## src/rtl/jk_pkg.sv

```systemverilog
// rtl/jk_pkg.sv - shared defaults, J/K action codes and load saturation helper
package jk_pkg;

    localparam int JK_W_DEFAULT   = 4;
    localparam int JK_MOD_DEFAULT = 10;

    // Encoding is {J, K} so an action can be unpacked straight onto a cell.
    typedef enum logic [1:0] {
        JK_HOLD   = 2'b00,
        JK_CLR    = 2'b01,
        JK_SET    = 2'b10,
        JK_TOGGLE = 2'b11
    } jk_action_e;

    function automatic logic [31:0] sat_load(input logic [31:0] val, input logic [31:0] modulus);
        return (val >= modulus) ? (modulus - 32'd1) : val;
    endfunction

endpackage

```

## src/rtl/jk_cell.sv

```systemverilog
// rtl/jk_cell.sv - single JK flip-flop bit cell with synchronous active-high clear
module jk_cell (
    input  logic clk,
    input  logic rst,
    input  logic J,
    input  logic K,
    output logic Q,
    output logic notQ
);

    always_ff @(posedge clk) begin
        if (rst) begin
            Q <= 1'b0;
        end else begin
            Q <= (J & ~Q) | (~K & Q);
        end
    end

    assign notQ = ~Q;

endmodule

```

## src/rtl/jk_mod_counter.sv

```systemverilog
// rtl/jk_mod_counter.sv - modulo-N up/down counter built from JK cells
module jk_mod_counter
    import jk_pkg::*;
#(
    parameter int WIDTH   = JK_W_DEFAULT,
    parameter int MODULUS = JK_MOD_DEFAULT
) (
    input  logic             clk,
    input  logic             rst,
    input  logic             en,
    input  logic             up,
    input  logic             load,
    input  logic [WIDTH-1:0] load_val,
    output logic [WIDTH-1:0] count,
    output logic             tc,
    output logic             wrap
);

    localparam logic [WIDTH-1:0] MAX_CNT = WIDTH'(MODULUS - 1);
    localparam logic [31:0]      MOD32   = 32'(MODULUS);

    if ((MODULUS < 2) || (MODULUS > (1 << WIDTH))) begin : g_bad_modulus
        $error("jk_mod_counter: MODULUS must lie in 2..2**WIDTH");
    end

    logic [WIDTH-1:0] w_q;
    logic [WIDTH-1:0] w_qn;
    logic [WIDTH-1:0] w_j;
    logic [WIDTH-1:0] w_k;
    logic [WIDTH-1:0] w_sat;
    logic [WIDTH-1:0] w_target;
    logic             w_up_wrap;
    logic             w_dn_wrap;
    logic             w_wrap_step;
    logic             r_wrap;

    assign w_sat       = WIDTH'(sat_load(32'(load_val), MOD32));
    // >= rather than == so an out-of-range state recovers to 0 on the next up step.
    assign w_up_wrap   = (w_q >= MAX_CNT);
    assign w_dn_wrap   = (w_q == '0);
    assign w_wrap_step = en & (up ? w_up_wrap : w_dn_wrap);
    assign w_target    = up ? '0 : MAX_CNT;

    always_comb begin : steer
        jk_action_e act;
        logic       lo_ones;
        logic       lo_zeros;
        w_j      = '0;
        w_k      = '0;
        act      = JK_HOLD;
        lo_ones  = 1'b1;
        lo_zeros = 1'b1;
        for (int i = 0; i < WIDTH; i++) begin
            act = JK_HOLD;
            if (load) begin
                act = w_sat[i] ? JK_SET : JK_CLR;
            end else if (w_wrap_step) begin
                act = w_target[i] ? JK_SET : JK_CLR;
            end else if (en && (up ? lo_ones : lo_zeros)) begin
                act = JK_TOGGLE;
            end
            {w_j[i], w_k[i]} = act;
            lo_ones  = lo_ones & w_q[i];
            lo_zeros = lo_zeros & w_qn[i];
        end
    end

    for (genvar g = 0; g < WIDTH; g++) begin : g_cell
        jk_cell u_cell (
            .clk  (clk),
            .rst  (rst),
            .J    (w_j[g]),
            .K    (w_k[g]),
            .Q    (w_q[g]),
            .notQ (w_qn[g])
        );
    end

    always_ff @(posedge clk) begin
        if (rst) begin
            r_wrap <= 1'b0;
        end else if (load) begin
            r_wrap <= 1'b0;
        end else begin
            r_wrap <= w_wrap_step;
        end
    end

    assign count = w_q;
    assign wrap  = r_wrap;
    assign tc    = en & (up ? (w_q == MAX_CNT) : (w_q == '0));

endmodule

```

## config.mk

```make
export PLATFORM = sky130hd
export DESIGN_NAME = jk_mod_counter
export DESIGN_NICKNAME = d
export VERILOG_FILES = /design/src/rtl/jk_pkg.sv /design/src/rtl/jk_cell.sv /design/src/rtl/jk_mod_counter.sv
export SDC_FILE = /design/constraint.sdc
export NUM_CORES = 1
export LEC_CHECK = 0
export ABC_AREA = 0
export CAP_MARGIN = 15
export CORE_UTILIZATION = 30
export CTS_CLUSTER_DIAMETER = 40
export DETAILED_ROUTE_END_ITERATION = 8
export PLACE_DENSITY = 0.58
export SKIP_CTS_REPAIR_TIMING = 1
export SLEW_MARGIN = 20
export SYNTH_ARGS = -nofsm -noshare
export SYNTH_HDL_FRONTEND = slang
export SYNTH_HIERARCHICAL = 1
export SYNTH_SLANG_ARGS = --single-unit
export TNS_END_PERCENT = 5
```

## constraint.sdc

```tcl
create_clock -name clk -period 5 [get_ports clk]
set_clock_uncertainty 0.1 [all_clocks]
set_input_delay 0.75 -clock clk [delete_from_list [all_inputs] [get_ports clk]]
set_output_delay 0.75 -clock clk [all_outputs]
set_load 0.005 [all_outputs]
```

**After elaboration in Yosys (flattened, before gate mapping)**

Cells that the tools add are included.

- Output and inout port bits: 6
- Bits in writable memories: 0
- Bits in latches: 0
- Memories kept: 0
- Register bits: 5
- Input bits: 9
- Logic and storage cells: 66
- Bits in read-only memories: 0

- Reduce and logical (&&, ||, !) cells: 5
- Bitwise logic cells: 26
- Equality and inequality tests: 1
- Divide/modulo/power cells: 0
- Add/subtract/negate cells: 0
- $mul: 0
- Shift-type cells: 0
- Magnitude comparators: 2
- Multiplexer cells: 27

Operator list:

| kind | number |
|---|---|
| 2-bit 2-to-1 mux | 20 |
| 1-bit AND | 14 |
| 4-bit greater-or-equal comparator (second input constant) | 2 |
| 4-bit 2-to-1 mux | 2 |
| 1-bit NOT | 8 |
| 1-bit 2-to-1 mux | 5 |
| 4-bit equality test (second input constant) | 1 |
| 4-bit logical NOT | 1 |
| 1-bit bitwise OR | 4 |
| 1-bit logical AND | 3 |
| 2-bit OR reduction | 1 |

**Logic depth before layout (Yosys ltp)**

- Word-level depth: 11
- Depth in mapped cells: 6
- Depth with buffers taken out: 6

**By module**

Netlist, hierarchy kept.

Modules (own cells, without submodules):

| module | seq. area each (um2) | cells an instance | times used | area an instance (um2) |
|---|---|---|---|---|
| jk_mod_counter | 20.0 | 43 | 1 | 304.0 |
| jk_cell | 20.0 | 4 | 4 | 35.0 |

**Worst setup path after synthesis**

No wires, ideal clock.

- Path type: input to output
- Start point: input up
- End point: output tc
- Data required time: 4.150 ns
- Buffers on the path: 1
- Stages on the path: 4
- Arrival: 1.397 ns
- Path slack: 2.753 ns
- Cells stage by stage: buf_2 or2_1 o21ai_1 and3_1

- Cells in the longest elaborated chain, start to end: 2

RTL lines:

| item | line | RTL |
|---|---|---|
| from (decl) | jk_mod_counter.sv:11 | `input logic up,` |
| 1-bit 2-to-1 mux | jk_mod_counter.sv:91 | `assign tc = en & (up ? (w_q == MAX_CNT) : (w_q == '0));` |
| 1-bit AND | jk_mod_counter.sv:91 |  |
| to (decl) | jk_mod_counter.sv:15 | `output logic tc,` |

Every way passes these cells.

**Worst setup path in the final report**

Same ends and word-level chain as after synthesis.

==> results by group <==
Clocking
  • Inserted Clock Buffers: 3
  • Max H-tree Level: 1
  • Max Root-Sink Buffers: 2
  • Clk pin slew, worst setup/hold paths: 0.04 ns
  • Clk_lat worst skew: 0.24 ns
  • CTS sink count: 5
  • CTS tree: built
  • CTS root buffer: clkbuf_4

Placement
  • Number of I/O port buffers: 14
  • Dpl hpwl: 831 um
  • Final RePlAce weighted congestion: 0.813

Global routing
  • Initial antenna violation count: 0
  • First-pass GRT wire length: 1.74 mm
  • GRT Util Overall: 0.159
  • Number of global-route vias before repair: 411
  • Largest net degree at the start of global routing: 12
  • Total grt overflow: 0

Worst setup path
  • Crit end category: output pin
  • Slowest-stage cell, CP: clkdlybuf4s50_1
  • Startpoint Class: primary input
  • Worst Path Buf+Inv: 2
  • Arrival time worst endpoint: 2.42 ns
  • Worst Path Required: 4.15 ns
  • CP cell instances: clkdlybuf4s50_1, or2_1, o21ai_1, and3_1, clkdlybuf4s50_1
  • CP dominant cell by count: clkdlybuf4s50_1
  • Crit path max-delay family: buffers and inverters
  • Crit-path max FO: 11
  • Critical path type: primary input to output pin
  • Slowest stage delay, CP: 0.57 ns

Detailed routing
  • Vias: 485
  • DRT Pass-1 Iters: 1
  • Drt via density: 5.39
  • Post-Route WL: 1.07 mm
  • Routed WL per cell: 11.9 um
  • Starting DRT DRC Count: 0
  • Remaining antenna violation count: 0
  • DRC Markers: 0

Finish
  • Antenna fix cells: 0
  • Multi-input combinational cell area: 320 um^2
  • Register area: 100 um^2
  • Total Nets Final: 85
  • Filler cells: 144
  • Area Overhead vs Synth: 40.9%
  • Share of cells above drive strength 1: 0.0933

Yosys
  • Synth Cell Area: 440 um^2
  • YS warnings: 6
  • Syn Area/Cell: 7.59 um^2
  • Post-synth net total: 67
  • Synth Instances: 58

Floorplanning
  • Die area: 1630 um^2
  • Core area: 1330 um^2
  • # IOs: 15
  • Die height: 40.3 um
  • Starting Density: 0.330
  • Die X: 40.3 um
  • # rows: 13

STA
  • Slew HR: 0.755
  • RSZ-0062 raised after global routing: false
  • Slew Limit Fails: 0
  • Period minus WS final: 3.27 ns
  • Period Utilization, post-route: 0.655
  • Least-Margin Pin Slew: 0.368 ns
  • Count of final hold-check violations: 0
  • Maximum clock rate: 0.305 GHz
  • Final setup vio count: 0
  • Setup TNS: 0 ns

Pwr
  • Leakage: 0.233 nW
  • Overall Power: 0.146 mW
  • Peak supply drop: 0.0000819 V
  • Power Dens Cells: 235 nW/um^2

Run status
  • Status: finished, final reports clean

Hold path
  • Worst Hold Class: register to register

Job
  • Max Cap Viol: 0
-- state kept, by name, indices dropped and copies added, names as in the netlist --
register / cells
wrap: 1
g_cell.u_cell/Q: 4
-- area by class of cell --
class / instances / share of cell area
Clock buffer: 4 / 0.0423
Inverter: 4 / 0.0242
Multi-Input combinational cell: 48 / 0.516
Sequential cell: 5 / 0.161
Tap cell: 15 / 0.0302
Timing Repair Buffer: 14 / 0.226
-- layout by cell type, fill, tap and decap left out --
master and count:
or3_1 1, nand3_1 1, inv_1 4, nor3_2 1, dfxtp_1 5, nor3b_1 1, o31ai_1 1, nor3_1 1
clkbuf_1 1, mux2i_1 1, and3_1 2, o21ai_1 6, mux2_1 1, nand2_1 5, o21ai_0 2, a41oi_1 1
o211ai_1 1, and4b_1 1, nor2_1 6, clkbuf_4 3, nor2b_1 2, a211oi_1 4, clkdlybuf4s50_1 14, o41a_1 1
mux2_4 1, and4_2 1, a21boi_1 1, a32oi_1 2, or2_1 1, mux2_2 1, nand3b_1 1, o311ai_1 1
-- metrics by stage --
step | hold WS (ns) | utilization | instance area (um^2) | setup WS, ns | instances
floorplan | 0.469 | - | 440 | 2.75 | 58
global placement | 0.503 | 0.446 | 594 | 1.76 | 86
detailed placement | 0.514 | 0.446 | 594 | 1.72 | 86
CTS | 0.522 | 0.465 | 621 | 1.73 | 90
global route | 0.552 | 0.465 | 621 | 1.63 | 90
finish | 0.516 | 0.465 | 621 | 1.73 | 90
-- path summary, 6_finish.rpt --
kind	startpoint	end	slack (ns)	cells past startpoint
setup / recovery	up	tc	1.73	5
hold / removal	g_cell[2].u_cell/Q$_SDFF_PP0_	g_cell[2].u_cell/Q$_SDFF_PP0_	0.52	2
setup reg to reg	g_cell[0].u_cell/Q$_SDFF_PP0_	g_cell[2].u_cell/Q$_SDFF_PP0_	3.16	4
hold reg to reg	g_cell[2].u_cell/Q$_SDFF_PP0_	g_cell[2].u_cell/Q$_SDFF_PP0_	0.52	2
-- tightest hold or removal path: cells and delay by family (launching register included) --
kind               cells  cell delay, ns
and+or+nand+nor        1            0.13
AOI/OAI and AO/OA      1            0.05
DFF                    1            0.38
-- where the power goes --
| group | leakage [nW] | internal [mW] | switching [mW] |
|---|---|---|---|
| Clock | 0.0150 | 0.0302 | 0.0167 |
| Sequential | 0.0413 | 0.0435 | 0.00820 |
| Combinational | 0.177 | 0.0269 | 0.0203 |
-- layer usage --
| layer | vias to the layer above | GRT usage | wire, um |
|---|---|---|---|
| li1 | 260 | - | - |
| met1 | 212 | 0.211 | 553 |
| met4 | 0 | 0.0500 | 11 |
| met3 | 2 | 0.0500 | 40 |
| met2 | 11 | 0.242 | 463 |
| met5 | - | 0 | 0 |
No activity file was read; power rests on OpenSTA's default activity.
